[src/rtl/juggle_pkg.sv]
// juggle_pkg: shared constants and types for the siteswap throw scheduler.
//   MAX_LEN       maximum pattern length
//   RING_DEPTH    landing ring slots (must exceed MAX_HEIGHT)
//   MAX_HEIGHT    tallest legal throw
//   sched_state_t scheduler FSM states
//   slot_t        one landing ring slot: occupied flag + ball id
package juggle_pkg;

    localparam int unsigned MAX_LEN    = 7;
    localparam int unsigned RING_DEPTH = 8;
    localparam int unsigned MAX_HEIGHT = 7;
    localparam int unsigned PTR_W      = $clog2(RING_DEPTH);

    typedef enum logic [1:0] {
        IDLE,
        RUN,
        ERROR
    } sched_state_t;

    typedef struct packed {
        logic       occ;
        logic [2:0] ball;
    } slot_t;

    // Pattern index advance, wrapping to 0 after the last valid entry.
    function automatic logic [2:0] next_idx(input logic [2:0] idx, input logic [2:0] len);
        logic [3:0] inc;
        inc = {1'b0, idx} + 4'd1;
        return (inc >= {1'b0, len}) ? 3'd0 : inc[2:0];
    endfunction

endpackage

[src/rtl/landing_ring.sv]
// landing_ring: circular schedule of which ball lands on which future beat.
// Slot at the head pointer is the current beat; slot head+k lands k beats later.
//   clk_in      clock
//   rst_in      synchronous active-high reset (empties ring, head to 0)
//   clear       flush: empty every slot and return head to 0
//   advance     end of beat: empty the head slot and step head
//   write_en    mark slot head+offset occupied by ball
//   offset      distance from head of the slot to write / probe (throw height)
//   ball        ball id to store
//   head_slot   contents of the current (head) slot
//   target_occ  occupancy of slot head+offset
module landing_ring
    import juggle_pkg::*;
(
    input  logic       clk_in,
    input  logic       rst_in,
    input  logic       clear,
    input  logic       advance,
    input  logic       write_en,
    input  logic [2:0] offset,
    input  logic [2:0] ball,
    output slot_t      head_slot,
    output logic       target_occ
);

    slot_t            ring_q [RING_DEPTH];
    logic [PTR_W-1:0] head_q;
    logic [PTR_W-1:0] target;

    // Ring depth is a power of two, so the pointer add wraps naturally.
    assign target     = head_q + PTR_W'(offset);
    assign head_slot  = ring_q[head_q];
    assign target_occ = ring_q[target].occ;

    always_ff @(posedge clk_in) begin
        if (rst_in || clear) begin
            for (int i = 0; i < RING_DEPTH; i++) begin
                ring_q[i] <= '0;
            end
            head_q <= '0;
        end else begin
            // Heights are 1..7 on writes, so target never aliases head here.
            if (write_en) begin
                ring_q[target] <= '{occ: 1'b1, ball: ball};
            end
            if (advance) begin
                ring_q[head_q].occ <= 1'b0;
                head_q             <= head_q + 1'b1;
            end
        end
    end

endmodule

[src/rtl/throw_scheduler.sv]
// throw_scheduler: turns a latched siteswap pattern into per-beat throw events.
//   clk_in, rst_in          clock, synchronous active-high reset
//   new_beat                one-cycle beat strobe
//   pattern_in              7 x 3-bit throw heights, entry 0 thrown first
//   pattern_length          number of valid entries (1..7)
//   num_balls_in            ball count of the pattern
//   pattern_valid_in        pattern inputs are legal (sampled in IDLE)
//   stop_in                 abort, return to IDLE
//   throw_valid_out         one-cycle pulse per issued throw
//   throw_ball_out          ball thrown (held between throws)
//   throw_height_out        height thrown (held between throws)
//   throw_hand_out          hand thrown from, 0 left / 1 right (held between throws)
//   running_out             high while running
//   error_out               sticky collision / dropped-ball flag
module throw_scheduler
    import juggle_pkg::*;
(
    input  logic                     clk_in,
    input  logic                     rst_in,
    input  logic                     new_beat,
    input  logic [MAX_LEN-1:0][2:0]  pattern_in,
    input  logic [2:0]               pattern_length,
    input  logic [2:0]               num_balls_in,
    input  logic                     pattern_valid_in,
    input  logic                     stop_in,
    output logic                     throw_valid_out,
    output logic [2:0]               throw_ball_out,
    output logic [2:0]               throw_height_out,
    output logic                     throw_hand_out,
    output logic                     running_out,
    output logic                     error_out
);

    sched_state_t             state_q, state_d;
    logic [MAX_LEN-1:0][2:0]  pat_q, pat_d;
    logic [2:0]               len_q, len_d;
    logic [2:0]               nballs_q, nballs_d;
    logic [2:0]               idx_q, idx_d;
    logic [2:0]               launched_q, launched_d;
    logic                     hand_q, hand_d;
    logic                     valid_q, valid_d;
    logic [2:0]               ball_q, ball_d;
    logic [2:0]               height_q, height_d;
    logic                     hand_out_q, hand_out_d;

    logic       ring_clear;
    logic       ring_write;
    logic       ring_advance;
    logic [2:0] ring_ball;
    slot_t      head_slot;
    logic       target_occ;
    logic [2:0] cur_h;
    logic [2:0] sel_ball;
    logic       fault;

    assign cur_h = pat_q[idx_q];

    // Ring only holds meaningful state while running; keep it flushed otherwise.
    assign ring_clear = stop_in || (state_q != RUN);

    landing_ring u_ring (
        .clk_in     (clk_in),
        .rst_in     (rst_in),
        .clear      (ring_clear),
        .advance    (ring_advance),
        .write_en   (ring_write),
        .offset     (cur_h),
        .ball       (ring_ball),
        .head_slot  (head_slot),
        .target_occ (target_occ)
    );

    always_ff @(posedge clk_in) begin
        if (rst_in) begin
            state_q <= IDLE;
        end else begin
            state_q <= state_d;
        end
    end

    always_ff @(posedge clk_in) begin
        if (rst_in) begin
            pat_q      <= '0;
            len_q      <= '0;
            nballs_q   <= '0;
            idx_q      <= '0;
            launched_q <= '0;
            hand_q     <= 1'b0;
            valid_q    <= 1'b0;
            ball_q     <= '0;
            height_q   <= '0;
            hand_out_q <= 1'b0;
        end else begin
            pat_q      <= pat_d;
            len_q      <= len_d;
            nballs_q   <= nballs_d;
            idx_q      <= idx_d;
            launched_q <= launched_d;
            hand_q     <= hand_d;
            valid_q    <= valid_d;
            ball_q     <= ball_d;
            height_q   <= height_d;
            hand_out_q <= hand_out_d;
        end
    end

    always_comb begin
        state_d      = state_q;
        pat_d        = pat_q;
        len_d        = len_q;
        nballs_d     = nballs_q;
        idx_d        = idx_q;
        launched_d   = launched_q;
        hand_d       = hand_q;
        valid_d      = 1'b0;
        ball_d       = ball_q;
        height_d     = height_q;
        hand_out_d   = hand_out_q;
        ring_write   = 1'b0;
        ring_advance = 1'b0;
        ring_ball    = '0;
        sel_ball     = '0;
        fault        = 1'b0;

        case (state_q)
            IDLE: begin
                if (pattern_valid_in && (pattern_length != 3'd0)) begin
                    pat_d      = pattern_in;
                    len_d      = pattern_length;
                    nballs_d   = num_balls_in;
                    idx_d      = '0;
                    launched_d = '0;
                    hand_d     = 1'b0;
                    state_d    = RUN;
                end
            end
            RUN: begin
                if (new_beat && !stop_in) begin
                    if (cur_h == 3'd0) begin
                        // A ball landing on a 0-beat has nowhere to go.
                        fault = head_slot.occ;
                    end else begin
                        // Reuse the landing ball first; new balls enter only on empty beats.
                        if (head_slot.occ) begin
                            sel_ball = head_slot.ball;
                        end else if (launched_q < nballs_q) begin
                            sel_ball   = launched_q;
                            launched_d = launched_q + 3'd1;
                        end else begin
                            fault = 1'b1;
                        end
                        if (target_occ) begin
                            fault = 1'b1;
                        end
                    end

                    ring_advance = 1'b1;
                    idx_d        = next_idx(idx_q, len_q);
                    hand_d       = ~hand_q;

                    if (fault) begin
                        state_d = ERROR;
                    end else if (cur_h != 3'd0) begin
                        ring_write = 1'b1;
                        ring_ball  = sel_ball;
                        valid_d    = 1'b1;
                        ball_d     = sel_ball;
                        height_d   = cur_h;
                        hand_out_d = hand_q;
                    end
                end
            end
            ERROR: begin
            end
            default: state_d = IDLE;
        endcase

        // Stop overrides everything, including a coincident beat.
        if (stop_in) begin
            state_d      = IDLE;
            valid_d      = 1'b0;
            idx_d        = '0;
            launched_d   = '0;
            hand_d       = 1'b0;
            ring_write   = 1'b0;
            ring_advance = 1'b0;
        end
    end

    assign throw_valid_out  = valid_q;
    assign throw_ball_out   = ball_q;
    assign throw_height_out = height_q;
    assign throw_hand_out   = hand_out_q;
    assign running_out      = (state_q == RUN);
    assign error_out        = (state_q == ERROR);

endmodule

[config.mk]
export PLATFORM = sky130hd
export DESIGN_NAME = throw_scheduler
export DESIGN_NICKNAME = d
export VERILOG_FILES = /design/src/rtl/juggle_pkg.sv /design/src/rtl/landing_ring.sv /design/src/rtl/throw_scheduler.sv
export SDC_FILE = /design/constraint.sdc
export NUM_CORES = 1
export LEC_CHECK = 0
export CORE_ASPECT_RATIO = 0.8
export CORE_MARGIN = 2
export CORE_UTILIZATION = 61
export CTS_CLUSTER_DIAMETER = 120
export DETAILED_ROUTE_END_ITERATION = 10
export PLACE_DENSITY = 0.85
export SLEW_MARGIN = 20
export SYNTH_ARGS = -nofsm -noshare
export SYNTH_HDL_FRONTEND = slang
export SYNTH_SLANG_ARGS = --single-unit
[constraint.sdc]
create_clock -name clk_in -period 6.9 [get_ports clk_in]
set_input_delay 0.69 -clock clk_in [delete_from_list [all_inputs] [get_ports clk_in]]
set_output_delay 0.69 -clock clk_in [all_outputs]
set_load 0.01 [all_outputs]
==> metrics <==
max reg flops=32; NetSw=roughly 0.24 mW; Hold Path Stages=2; Worst Path Max Fanout=18; final instance area=between 0.004 and 0.005 sq mm; relative slew slack=between 30 and 40%; Vias=~3500; row count=26; filler instances=about 480; TritonCTS Buffers=9; DRT Pass-1 Iters=8; core area=between 0.006 and 0.007 sq mm; final setup fails=0; Post-synth EDFFs=24; utilization after layout=between 70% and 80%; Min Clock Period, post-route=~4500 ps; R2R Path End=u_ring.ring_q[5][1]; startpoint types=flop; status=complete, no violations; power share of the clock group=between 30% and 40%; Setup TNS Final=0 ps; PortBufs=just over 40; max-slew violation count=0; HP Class=flop to flop; FF-to-FF setup slack=2430 ps; RSZ-0062 raised after global routing=false; ANT cells=0; Longest Clk Path Bufs=2; commonest cells after routing, fill and taps aside=nand2_1, dfxtp_1, a21oi_1, clkdlybuf4s50_1, nor3_1; GPL Wtd Cong=0.9544; Initial Util=64.12%; Worst Reg-to-Reg Cells=11; most flop-heavy register=u_ring.ring_q; Net Sw Frac=around a quarter; post-synthesis cell area=0.004172 sq mm; Tcrit/Tclk final=roughly two thirds; Yosys reg bits=82; largest area contributor in the netlist=dfxtp_1; Routed WL=between 9 and 10 mm; commonest non-fill, non-tap cell in the layout=nand2_1; top post-synthesis cells by area=dfxtp_1, edfxtp_1, nand2_1, mux4_2, a21oi_1; number of global-route vias before repair=3288; Max Fclk=around 220 MHz; total track usage=about 28%; Max-Cap Viols=0; later-pin clock latency in the skew report=roughly 350 ps; WP data required=6910 ps; final hold violations=0; crit path DAT=~4500 ps; P_int=0.7118 mW; leakage power=about 1.7 nW; top flop regs=u_ring.ring_q: 32 flops, pat_q: 21 flops; post-synthesis sequential area ratio=between 40% and 50%; Async S/R FF share, synth=0%; hold path start=pat_q[11]; DR iter-0 viols=roughly 330; drt wl/cell=17.43 um; H-tree depth=3; antenna violations before repair=0; via/cell ratio=slightly above 6; first-pass GRT wire length=~16 mm; chip width=roughly 96 um; Post-DP Area=about 0.0046 sq mm; ANT nets after route=0; HPWL after DPL=between 7 and 8 mm; Main synth FF type=dfxtp_1; DRC Markers=0; Resize count post-CTS=0; Ys Warns=0; io pins=42; Seq pwr share=~54%; Slew @ Worst Pin=1035 ps; synthesized instance count=about 450; # clock sinks=between 80 and 90; Vert. Die Dim=about 78 um; layout cell share with drive strength beyond 1=around 8.5%; synthesis-to-finish area growth=14.28%; grt ovf=0; PwrDens=198.8 mW/mm^2; Synth cell types=between 50 and 60; clk slew on worst S/H paths=approximately 80 ps; CP Class=flop to flop; Max rail drop VDD=between 0.0001 and 0.00015 V; clk_skew=between 7 and 8 ps; setup repair bufs after CTS=0; Root Driver=clkbuf_8; hold_buf cts=0; r2r startpoint=idx_q[0]; Combinational Power Share=under 10%; die area=0.007520 sq mm; worst hold endpoint=pat_q[11]; mean post-synth cell area=just over 9 sq um; CP Capture Type=flop; Synth top area share=approximately 28%; NumNets Final=roughly 520; largest net degree at the start of global routing=46; CTS tree=built; synthesized net count=between 400 and 500
-- through the flow --
step / cells / worst slack [ps] / hold slack [ps] / power, mW
5_1_grt: 565 / 2106 / 480.9 / 0.9821
3_3_place_gp: 549 / 2809 / 444.5 / 0.6094
3_5_place_dp: 549 / 2572 / 449.1 / 0.6127
2_1_floorplan: 448 / 3207 / 435.7 / 0.5786
6_report: 565 / 2426 / 459.8 / 0.9479
4_1_cts: 565 / 2561 / 459.8 / 0.9449
-- cells in the mapped netlist (all sizes together) (2+ instances only) --
library cell,n
nand2,88
dfxtp,58
a21oi,41
nor3,35
nor2,26
edfxtp,24
mux2i,17
clkbuf,14
buf,12
inv,12
nand2b,12
mux4,10
ha,9
o21ai,9
nor2b,6
a21boi,5
a22oi,5
nor4,5
a211oi,4
mux2,4
nand3,4
nand3b,4
o2111ai,4
o211ai,4
xor2,4
and3,3
nor3b,3
o22ai,3
o2bb2ai,3
a21o,2
a221oi,2
or2,2
-- power by group through the flow --
| stage | registers, mW | clock network [mW] | logic (mW) |
|---|---|---|---|
| 6_report | 0.513 | 0.344 | 0.0904 |
| 5_1_grt | 0.515 | 0.367 | 0.101 |
| 4_1_cts | 0.513 | 0.342 | 0.0893 |
| 3_5_place_dp | 0.524 | 0 | 0.0886 |
| 3_3_place_gp | 0.524 | 0 | 0.0857 |
| 2_1_floorplan | 0.521 | 0 | 0.0579 |
-- kinds of logic after synthesis --
| family | share of synthesized area, % |
|---|---|
| adder cells (fa/ha/maj) | 3.179 |
| flip-flops | 45.11 |
| XOR/XNOR | 1.050 |
| multiplexers | 10.74 |
| AND/OR/NAND/NOR | 21.57 |
| AO/OA/AOI/OAI | 14.19 |
| buffers and inverters | 4.169 |
-- metal layers --
| metal | up-vias | global-route usage [%] | part of all wire [%] |
|---|---|---|---|
| li1 | 1659 | - | - |
| met1 | 1651 | 40.91 | 44 |
| met2 | 183 | 42.92 | 44 |
| met3 | 25 | 8.155 | 9.9 |
| met4 | 0 | 6.197 | 1.6 |
| met5 | - | 0 | 0 |
-- layout make-up --
| cell class | count | area [sq um] | share of cell area (%) |
|---|---|---|---|
| Multi-Input combinational cell | 328 | 2118 | 44.44 |
| Sequential cell | 82 | 1882 | 39.47 |
| Timing Repair Buffer | 43 | 425.4 | 8.924 |
| Clock buffer | 9 | 123.9 | 2.598 |
| Tap cell | 84 | 105.1 | 2.205 |
| Clock inverter | 7 | 67.56 | 1.417 |
| Inverter | 12 | 45.04 | 0.9449 |
-- worst max-delay path by stage --
stage | start | end | slack (ps) | cells past startpoint
5_1_grt | idx_q[0] | u_ring.ring_q[5][1] | 2110 | 11
2_1_floorplan | idx_q[0] | u_ring.ring_q[1][0] | 3210 | 14
3_5_place_dp | idx_q[0] | u_ring.ring_q[7][2] | 2570 | 11
6_report | idx_q[0] | u_ring.ring_q[5][1] | 2430 | 11
3_3_place_gp | idx_q[0] | u_ring.ring_q[5][0] | 2810 | 11
4_1_cts | idx_q[0] | u_ring.ring_q[7][1] | 2560 | 11
-- worst max-delay path, cell delays in order (launching register included) --
cell	delay, ps
dfxtp_1	780
mux2i_1	160
a22oi_1	250
nand2_1	120
inv_1	70
ha_1	130
inv_1	50
fa_1	690
mux4_2	560
nor3_2	450
o21ai_1	410
o21ai_0	470
No activity file was read; power rests on OpenSTA's default activity.
